--- config.mk ---
export PLATFORM = sky130hd
export DESIGN_NAME = if_spi_video_rd_flat
export DESIGN_NICKNAME = d
export VERILOG_FILES = /design/src/rtl/if_spi_video_rd_if.sv /design/src/rtl/if_spi_video_rd.sv /design/src/flat_wrapper.sv
export SDC_FILE = /design/constraint.sdc
export NUM_CORES = 2
export LEC_CHECK = 0
export CAP_MARGIN = 15
export CORE_MARGIN = 2
export CORE_UTILIZATION = 35
export DETAILED_ROUTE_END_ITERATION = 8
export PLACE_DENSITY = 0.49
export SLEW_MARGIN = 20
export SYNTH_ARGS = -nofsm -noshare
export SYNTH_HDL_FRONTEND = slang
export SYNTH_SLANG_ARGS = --single-unit
--- constraint.sdc ---
create_clock -name clk -period 4.44 [get_ports clk]
set_input_delay 0.888 -clock clk [delete_from_list [all_inputs] [get_ports clk]]
set_output_delay 0.888 -clock clk [all_outputs]
set_load 0.01 [all_outputs]
--- src/rtl/if_spi_video_rd_if.sv ---
// Command, SPI and message-source signals of the SBIS video readout master.
// The master modport is the readout block's view of the bundle.
interface if_spi_video_rd_if;
  logic [7:0] in_data;
  logic       in_ena;
  logic       n_cs;
  logic       sclk;
  logic       miso;
  logic       have_msg;
  logic [7:0] len;
  logic [7:0] out_data;
  logic       enc_rdreq;

  modport master (
    input  in_data, in_ena, miso, enc_rdreq,
    output n_cs, sclk, have_msg, len, out_data
  );

  modport slave (
    output in_data, in_ena, miso, enc_rdreq,
    input  n_cs, sclk, have_msg, len, out_data
  );
endinterface

--- src/rtl/if_spi_video_rd.sv ---
// SPI video readout master: clocks N bytes out of the SBIS into a 256x8 buffer,
// then offers them to the encoder as one show-ahead message.
module if_spi_video_rd #(
  parameter int unsigned HALF = 2
) (
  input logic               clk,
  input logic               rst,
  if_spi_video_rd_if.master bus
);

  typedef enum logic [2:0] {StIdle, StSetup, StShift, StHold, StDrain} state_e;

  state_e     state_q, state_d;
  logic [7:0] cnt_q, cnt_d;
  logic [2:0] bit_cnt_q, bit_cnt_d;
  logic [7:0] byte_cnt_q, byte_cnt_d;
  logic [7:0] shreg_q, shreg_d;
  logic       byte_done_q, byte_done_d;
  logic [7:0] wr_ptr_q, wr_ptr_d;
  logic [7:0] rd_ptr_q, rd_ptr_d;
  logic       n_cs_q, n_cs_d;
  logic       sclk_q, sclk_d;
  logic       have_msg_q, have_msg_d;
  logic [7:0] len_q, len_d;
  logic [7:0] out_data_q, out_data_d;
  logic [7:0] mem [256];

  logic half_end, last_bit, last_pop, accept, pop;

  assign half_end = (cnt_q == 8'(HALF - 1));
  assign last_bit = sclk_q && (bit_cnt_q == 3'd7) && (byte_cnt_q == len_q - 8'd1);
  assign last_pop = (rd_ptr_q == len_q - 8'd1);
  assign accept   = bus.in_ena && (bus.in_data != 8'd0) && !have_msg_q;
  assign pop      = bus.enc_rdreq && have_msg_q;

  always_ff @(posedge clk) begin
    if (rst) begin
      state_q     <= StIdle;
      cnt_q       <= '0;
      bit_cnt_q   <= '0;
      byte_cnt_q  <= '0;
      shreg_q     <= '0;
      byte_done_q <= 1'b0;
      wr_ptr_q    <= '0;
      rd_ptr_q    <= '0;
      n_cs_q      <= 1'b1;
      sclk_q      <= 1'b0;
      have_msg_q  <= 1'b0;
      len_q       <= '0;
      out_data_q  <= '0;
    end else begin
      state_q     <= state_d;
      cnt_q       <= cnt_d;
      bit_cnt_q   <= bit_cnt_d;
      byte_cnt_q  <= byte_cnt_d;
      shreg_q     <= shreg_d;
      byte_done_q <= byte_done_d;
      wr_ptr_q    <= wr_ptr_d;
      rd_ptr_q    <= rd_ptr_d;
      n_cs_q      <= n_cs_d;
      sclk_q      <= sclk_d;
      have_msg_q  <= have_msg_d;
      len_q       <= len_d;
      out_data_q  <= out_data_d;
    end
  end

  // Buffer has no reset; only the pointers carry state.
  always_ff @(posedge clk) begin
    if (!rst && byte_done_q) begin
      mem[wr_ptr_q] <= shreg_q;
    end
  end

  always_comb begin
    state_d = state_q;
    case (state_q)
      StIdle:  if (accept) state_d = StSetup;
      StSetup: if (half_end) state_d = StShift;
      StShift: if (half_end && last_bit) state_d = StHold;
      StHold:  if (half_end) state_d = StDrain;
      StDrain: if (pop && last_pop) state_d = StIdle;
      default: state_d = StIdle;
    endcase
  end

  always_comb begin
    cnt_d       = '0;
    bit_cnt_d   = bit_cnt_q;
    byte_cnt_d  = byte_cnt_q;
    shreg_d     = shreg_q;
    byte_done_d = 1'b0;
    wr_ptr_d    = byte_done_q ? wr_ptr_q + 8'd1 : wr_ptr_q;
    rd_ptr_d    = rd_ptr_q;
    n_cs_d      = n_cs_q;
    sclk_d      = sclk_q;
    have_msg_d  = have_msg_q;
    len_d       = len_q;
    out_data_d  = out_data_q;
    case (state_q)
      StIdle: begin
        if (accept) begin
          n_cs_d     = 1'b0;
          len_d      = bus.in_data;
          bit_cnt_d  = '0;
          byte_cnt_d = '0;
          wr_ptr_d   = '0;
          rd_ptr_d   = '0;
        end
      end
      StSetup: cnt_d = half_end ? 8'd0 : cnt_q + 8'd1;
      StShift: begin
        cnt_d = half_end ? 8'd0 : cnt_q + 8'd1;
        if (half_end) begin
          if (!sclk_q) begin
            // Sample on the same edge that raises sclk.
            sclk_d      = 1'b1;
            shreg_d     = {shreg_q[6:0], bus.miso};
            byte_done_d = (bit_cnt_q == 3'd7);
          end else begin
            sclk_d    = 1'b0;
            bit_cnt_d = bit_cnt_q + 3'd1;
            if (bit_cnt_q == 3'd7) byte_cnt_d = byte_cnt_q + 8'd1;
          end
        end
      end
      StHold: begin
        cnt_d = half_end ? 8'd0 : cnt_q + 8'd1;
        if (half_end) begin
          n_cs_d     = 1'b1;
          have_msg_d = 1'b1;
          rd_ptr_d   = '0;
          out_data_d = mem[8'd0];
        end
      end
      StDrain: begin
        if (pop) begin
          if (last_pop) begin
            have_msg_d = 1'b0;
            len_d      = '0;
            rd_ptr_d   = '0;
            wr_ptr_d   = '0;
          end else begin
            rd_ptr_d   = rd_ptr_q + 8'd1;
            out_data_d = mem[rd_ptr_q + 8'd1];
          end
        end
      end
      default: ;
    endcase
  end

  assign bus.n_cs     = n_cs_q;
  assign bus.sclk     = sclk_q;
  assign bus.have_msg = have_msg_q;
  assign bus.len      = len_q;
  assign bus.out_data = out_data_q;

endmodule

--- src/flat_wrapper.sv ---
// flat-port wrapper written by rule: the top's interface ports become plain ports
module if_spi_video_rd_flat 
#(
  parameter int unsigned HALF = 2
)
  (clk, rst, bus_in_data, bus_in_ena, bus_miso, bus_enc_rdreq, bus_n_cs, bus_sclk, bus_have_msg, bus_len, bus_out_data);
  if_spi_video_rd_if bus_i ();
  input logic clk;
  input logic rst;
  input wire logic [$bits(bus_i.in_data)-1:0] bus_in_data;
  input wire logic [$bits(bus_i.in_ena)-1:0] bus_in_ena;
  input wire logic [$bits(bus_i.miso)-1:0] bus_miso;
  input wire logic [$bits(bus_i.enc_rdreq)-1:0] bus_enc_rdreq;
  output wire logic [$bits(bus_i.n_cs)-1:0] bus_n_cs;
  output wire logic [$bits(bus_i.sclk)-1:0] bus_sclk;
  output wire logic [$bits(bus_i.have_msg)-1:0] bus_have_msg;
  output wire logic [$bits(bus_i.len)-1:0] bus_len;
  output wire logic [$bits(bus_i.out_data)-1:0] bus_out_data;
  assign bus_i.in_data = bus_in_data;
  assign bus_i.in_ena = bus_in_ena;
  assign bus_i.miso = bus_miso;
  assign bus_i.enc_rdreq = bus_enc_rdreq;
  assign bus_n_cs = bus_i.n_cs;
  assign bus_sclk = bus_i.sclk;
  assign bus_have_msg = bus_i.have_msg;
  assign bus_len = bus_i.len;
  assign bus_out_data = bus_i.out_data;
  if_spi_video_rd #(.HALF(HALF)) u_core (.clk(clk), .rst(rst), .bus(bus_i));
endmodule
After elaboration in Yosys (flattened, before gate mapping)
Memory sizes are Yosys's and may differ from the RTL's. Cells that the tools add are included.

Memories kept: 1. RAM bits: 2048. Register bits after elaboration: 66. Word-level logic and storage cells: 114. Output and inout port bits: 19. Bits of input ports: 13.

Equality and inequality tests: 19. Bitwise gates (word level): 4. Mux-type cells: 41. Add/sub/neg operators: 6. Reductions and logical operators: 30.

Memories: u_core.mem (depth 256, bits a word 8, rd ports 2, clocked after memory_dff 0, write ports 1, line if_spi_video_rd.sv:26) `logic [7:0] mem [256];`.

Operator list (count): $mux W8 (17); $pmux W8 S2 (4); $add A8 B1 Y8 const B (4); $mux W3 (8); $pmux W8 S3 (1); $ne A2 B1 Y1 const B (10); $reduce_and A4 Y1 (5); $eq A8 B8 Y1 (2); $pmux W3 S5 (1); $reduce_and A5 Y1 (2); $eq A8 B1 Y1 const B (1); $logic_and A1 B1 Y1 (8); $reduce_bool A2 Y1 (4); $reduce_bool A8 Y1 (1); $sub A8 B1 Y8 const B (1); $mux W1 (7); $eq A3 B2 Y1 const B (2); $eq A3 B3 Y1 const B (2); $pmux W3 S2 (1); $reduce_and A3 Y1 (2); $reduce_or A3 Y1 (2); $not A1 Y1 (4); $pmux W1 S2 (2); $reduce_or A4 Y1 (1); 7 further kinds (8).

Logic depth before layout (Yosys ltp)
Depth in word-level cells: 6. Gate-level depth with buffers: 11. Mapped depth without buffers: 9.

Worst setup path before layout
No wires, ideal clock.

Path kind: flip-flop to flip-flop. From: reg u_core.shreg_q[0]. To: mem u_core.mem[0][0] (data pin). Path buffers: 0. Arrival time: 3.412 ns. Data required time: 3.581 ns. Period minus slack after synthesis: 4.271 ns. Stages on the path, launching flop included: 1. Setup slack: 0.169 ns. Library setup time: 0.859 ns. Cell sequence: dfxtp_1.

RTL lines: start, declared (line if_spi_video_rd.sv:17) `logic [7:0] shreg_q, shreg_d;`; start signal, assigned (line if_spi_video_rd.sv:56) `shreg_q <= shreg_d;`; end, declared (line if_spi_video_rd.sv:26).

No word-level cell before the write port.

Worst setup path in the final report
From: reg u_core.rd_ptr_q[1]. To: reg u_core.out_data_q[3] (netlist: u_core.bus.out_data[3]).

Cells in the longest elaborated chain, start to end: 5. Elaborated cells on any way between the ends: 8. Those cells by class: add/sub (1); eq/ne (2); mux (3); reduce/logical (1); memory (1).

RTL lines: start, declared (line if_spi_video_rd.sv:20) `logic [7:0] rd_ptr_q, rd_ptr_d;`; start signal, assigned (line if_spi_video_rd.sv:59) `rd_ptr_q <= rd_ptr_d;`; $add A8 B1 Y8 (line if_spi_video_rd.sv:145) `out_data_d = mem[rd_ptr_q + 8'd1];`; $mem_v2 Z256 W8; $mux W8 (line if_spi_video_rd.sv:138) `if (last_pop) begin`; $mux W8 (line if_spi_video_rd.sv:137) `if (pop) begin`; $pmux W8 S2 (line if_spi_video_rd.sv:100) `case (state_q)`; end signal, assigned (line if_spi_video_rd.sv:64) `out_data_q <= out_data_d;`; end, declared (line if_spi_video_rd.sv:25) `logic [7:0] out_data_q, out_data_d;`.

Parallel ways exist; a longest one is shown, timed or not. The select of a mux whose other input is x is not followed. A chain may end at the register's enable or synchronous reset.

==> flow_metrics.env <==
export IMPL_synth_area_mux_share=0.139
export IMPL_finalMaxSlewViolations=0
export IMPL_path_clk_slew_ns=0.06
export IMPL_die_width_um=494
export IMPL_drive_above_1_share=0.236
export IMPL_cts_hold_buf=0
export IMPL_start_util=0.352
export IMPL_vias=42176
export IMPL_clock_skew_final_ns=0.0612
export IMPL_dpl_hpwl_um=140000
export IMPL_critPathRequiredTime_ns=5.15
export IMPL_cts_sinks=2114
export IMPL_synth_top_family_by_area="multiplexers"
export IMPL_clk_latency_ns=0.88
export IMPL_criticalPathCategory="flip-flop to flip-flop"
export IMPL_synth_edff_count=2048
export IMPL_fin_ws_ns=0.0909
export IMPL_ant_nets=0
export IMPL_pwr_density_cell_nw_per_um2=416
export IMPL_cp_slowest_cell="o21ai_0"
export IMPL_syn_cell_area_um2=84000
export IMPL_root_buffer="clkbuf_16"
export IMPL_finalSetupViolCount=0
export IMPL_ir_worst_vdd_uv=408
export IMPL_async_reset_ff_frac=0
export IMPL_cts_buffers=221
export IMPL_cts_setup_buffers=0
export IMPL_critical_path_arrival_ns=5.06
export IMPL_startpoint_type="flip-flop"
export IMPL_switching_share=0.199
export IMPL_final_cells=7794
export IMPL_synth_cell_types=60
export IMPL_synth_seq_cells=2114
export IMPL_place_ws_ns=-0.465
export IMPL_grt_pass1_wl_um=331000
export IMPL_grt_start_max_net_pins=165
export IMPL_syn_num_nets=4268
export IMPL_ys_flop_type="edfxtp_1"
export IMPL_intPower_uw=32200
export IMPL_status="completed"
export IMPL_crit_fanout=38
export IMPL_cp_cell_sequence="ha_4 -> buf_12 -> buf_12 -> buf_4 -> mux4_2 -> a21boi_0 -> o41ai_1 -> buf_4 -> a41oi_1 -> o21ai_0 -> nand3_1"
export IMPL_synth_adder_area_share=0.00164
export IMPL_p_clk_frac=0.460
export IMPL_grt_usage=0.189
export IMPL_row_count=179
export IMPL_seq_power_share=0.536
export IMPL_total_leakage_power_uw=0.0297
export IMPL_synthXorXnorAreaFrac=0.00560
export IMPL_place_inst=7374
export IMPL_num_fill_cells=21225
export IMPL_ys_warn_count=0
export IMPL_max_clock_freq_mhz=230
export IMPL_dieArea_um2=244000
export IMPL_seqCellArea_um2=62900
export IMPL_gp_congestion=0.811
export IMPL_ios=32
export IMPL_first_global_vias=43265
export IMPL_hold_violations=0
export IMPL_final_util=0.406
export IMPL_routedWlPerCell_um=29.8
export IMPL_cts_tree="yes"
export IMPL_relSlewSlack=0.246
export IMPL_syn_inst=4244
export IMPL_drt_wl_total_um=232000
export IMPL_drt_pass1_iter_count=5
export IMPL_drc=0
export IMPL_drv_cap=0
export IMPL_nets=4454
export IMPL_coreArea_um2=238000
export IMPL_setup_tns_ns=0
export IMPL_die_height_um=494
export IMPL_ys_seq_area_frac=0.748
export IMPL_period_needed_ns=4.35
export IMPL_yosys_area_share_simple=0.0460
export IMPL_grt_ovfl_total=0
export IMPL_syn_to_final_growth_pct=15.2
export IMPL_p_comb_frac=0.004
export IMPL_worst_slew_pin_slew_ns=1.12
export IMPL_via_per_inst=5.41
export IMPL_cp_end_kind="flip-flop"
export IMPL_p_switching_uw=8020
export IMPL_syn_area_per_cell_um2=19.8
export IMPL_htreeDepth=4
export IMPL_synth_compound_area_frac=0.0454
export IMPL_cts_buffer_depth=3
export IMPL_rsz0062_at_grt="false"
export IMPL_multi_input_area_um2=20100
export IMPL_cpPeakStageDelay_ns=0.71
export IMPL_period_share=0.980
export IMPL_grt_antenna_before_repair=12
export IMPL_timing_hold_ws_ns=0.465
export IMPL_portBuffers=31
export IMPL_hold_class="flip-flop to flip-flop"
export IMPL_drtIter0Drc=4147
## layout make-up
type                       instances  area share
antenna                            3   0.0000776
tap                             3167      0.0410
inverter                           9    0.000349
clock inverter                   143      0.0147
timing repair buffer             243      0.0260
clock buffer                     274      0.0601
sequential                      2114       0.650
multi-input combinational       1841       0.208
## metal layers
metal  vias to the layer above  GRT usage  share of wire
met3                       316     0.0257          0.054
met1                     22747      0.273           0.44
met2                      1315      0.301           0.48
li1                      17796          -              -
met5                         -          0       0.000056
met4                         2     0.0532          0.026
## path summary, 6_finish.rpt
path / from / end / slack, ns / depth (start not counted)
setup reg to reg: u_core.rd_ptr_q[1] / u_core.bus.out_data[3] / 0.09 / 11
setup / recovery: u_core.rd_ptr_q[1] / u_core.bus.out_data[3] / 0.09 / 11
hold / removal: u_core.bit_cnt_q[2] / u_core.bit_cnt_q[2] / 0.46 / 2
hold reg to reg: u_core.bit_cnt_q[2] / u_core.bit_cnt_q[2] / 0.46 / 2
## power groups by stage
stage,Clock [uW],Sequential [uW],Combinational (uW)
CTS,18900,21600,181
global route,19600,21500,198
global placement,0,22000,179
detailed placement,0,22000,180
floorplan,0,22000,120
finish,18500,21600,181
## cell usage in the layout (no fill, tap or decap), drive strengths merged, types with 3 or more instances in the layout
cell type / count
a21boi: 258
clkbuf: 274
clkdlybuf4s50: 30
nor3b: 3
and3: 11
nor4: 4
nor2: 310
bufinv: 22
a21oi: 30
a41oi: 33
nand4: 17
buf: 213
or4: 6
nor2b: 264
and2: 5
inv: 18
or3: 7
diode: 3
a31oi: 4
o41ai: 129
xor2: 26
o31ai: 8
mux2i: 10
nand3: 48
clkinvlp: 8
o21ai: 25
nor3: 18
xnor2: 17
mux4: 512
or2: 3
edfxtp: 2048
nand2b: 3
clkinv: 104
dfxtp: 66
ha: 11
nand2: 58
## through the flow
| step | total power (uW) | cell area (um2) |
|---|---|---|
| 5_1_grt | 41400 | 96700 |
| 6_report | 40200 | 96700 |
| 3_3_place_gp | 22200 | 89400 |
| 3_5_place_dp | 22200 | 89400 |
| 2_1_floorplan | 22100 | 84000 |
| 4_1_cts | 40600 | 96700 |
## flip-flops by register name, indices dropped and copies added (netlist names), 3 cells and up
name                 count
u_core.mem            2048
u_core.bus.len           8
u_core.bus.out_data      8
u_core.byte_cnt_q        8
u_core.cnt_q             8
u_core.rd_ptr_q          8
u_core.shreg_q           8
u_core.wr_ptr_q          8
u_core.bit_cnt_q         3
u_core.state_q           3
## cells by family after synthesis
group,after synthesis
AOI/OAI and AO/OA,496
xor gates and xnor gates,47
adders and majority gates,11
buffers and inverters,289
DFF,2114
muxes,522
and+or+nand+nor,765
## critical path: cells and delay by family, from the launching register on
family	cells	cell delay, ns
adder cells (fa/ha/maj)	1	0.38
buffers and inverters	4	1.08
AND/OR/NAND/NOR	1	0.13
flip-flops	1	0.59
multiplexers	1	0.35
AO/OA/AOI/OAI	4	1.53
## cells in the mapped netlist (3+ instances only)
cell type / count / area, um2
xor2_1: 26 / 228
o31ai_1: 8 / 60.1
buf_1: 28 / 105
clkbuf_1: 180 / 676
a41oi_1: 32 / 280
mux2i_1: 10 / 100
nand2b_1: 3 / 18.8
o21ai_0: 22 / 110
nor2b_1: 264 / 1650
nor3_1: 17 / 85.1
o21ai_1: 3 / 15.0
inv_1: 9 / 33.8
and3_1: 11 / 68.8
mux4_2: 512 / 11500
a21boi_0: 257 / 1930
nand3_1: 48 / 240
a31oi_1: 4 / 25.0
xnor2_1: 17 / 149
or3_1: 7 / 43.8
nand4_1: 17 / 106
a21oi_1: 29 / 145
ha_1: 11 / 138
buf_2: 56 / 280
and2_1: 5 / 31.3
dfxtp_1: 66 / 1320
nor3b_1: 3 / 22.5
or2_2: 3 / 18.8
buf_6: 3 / 33.8
edfxtp_1: 2048 / 61500
nand2_1: 57 / 214
or4_1: 4 / 30.0
o41ai_1: 128 / 1120
nor2_1: 308 / 1160
buf_4: 13 / 97.6
## timing repair
action                                  in CTS  in global routing
gates cloned                                 0                  0
resized for setup                            4                  1
endpoints found under the setup margin       2                  1
Power figures use the tool's default switching activity.
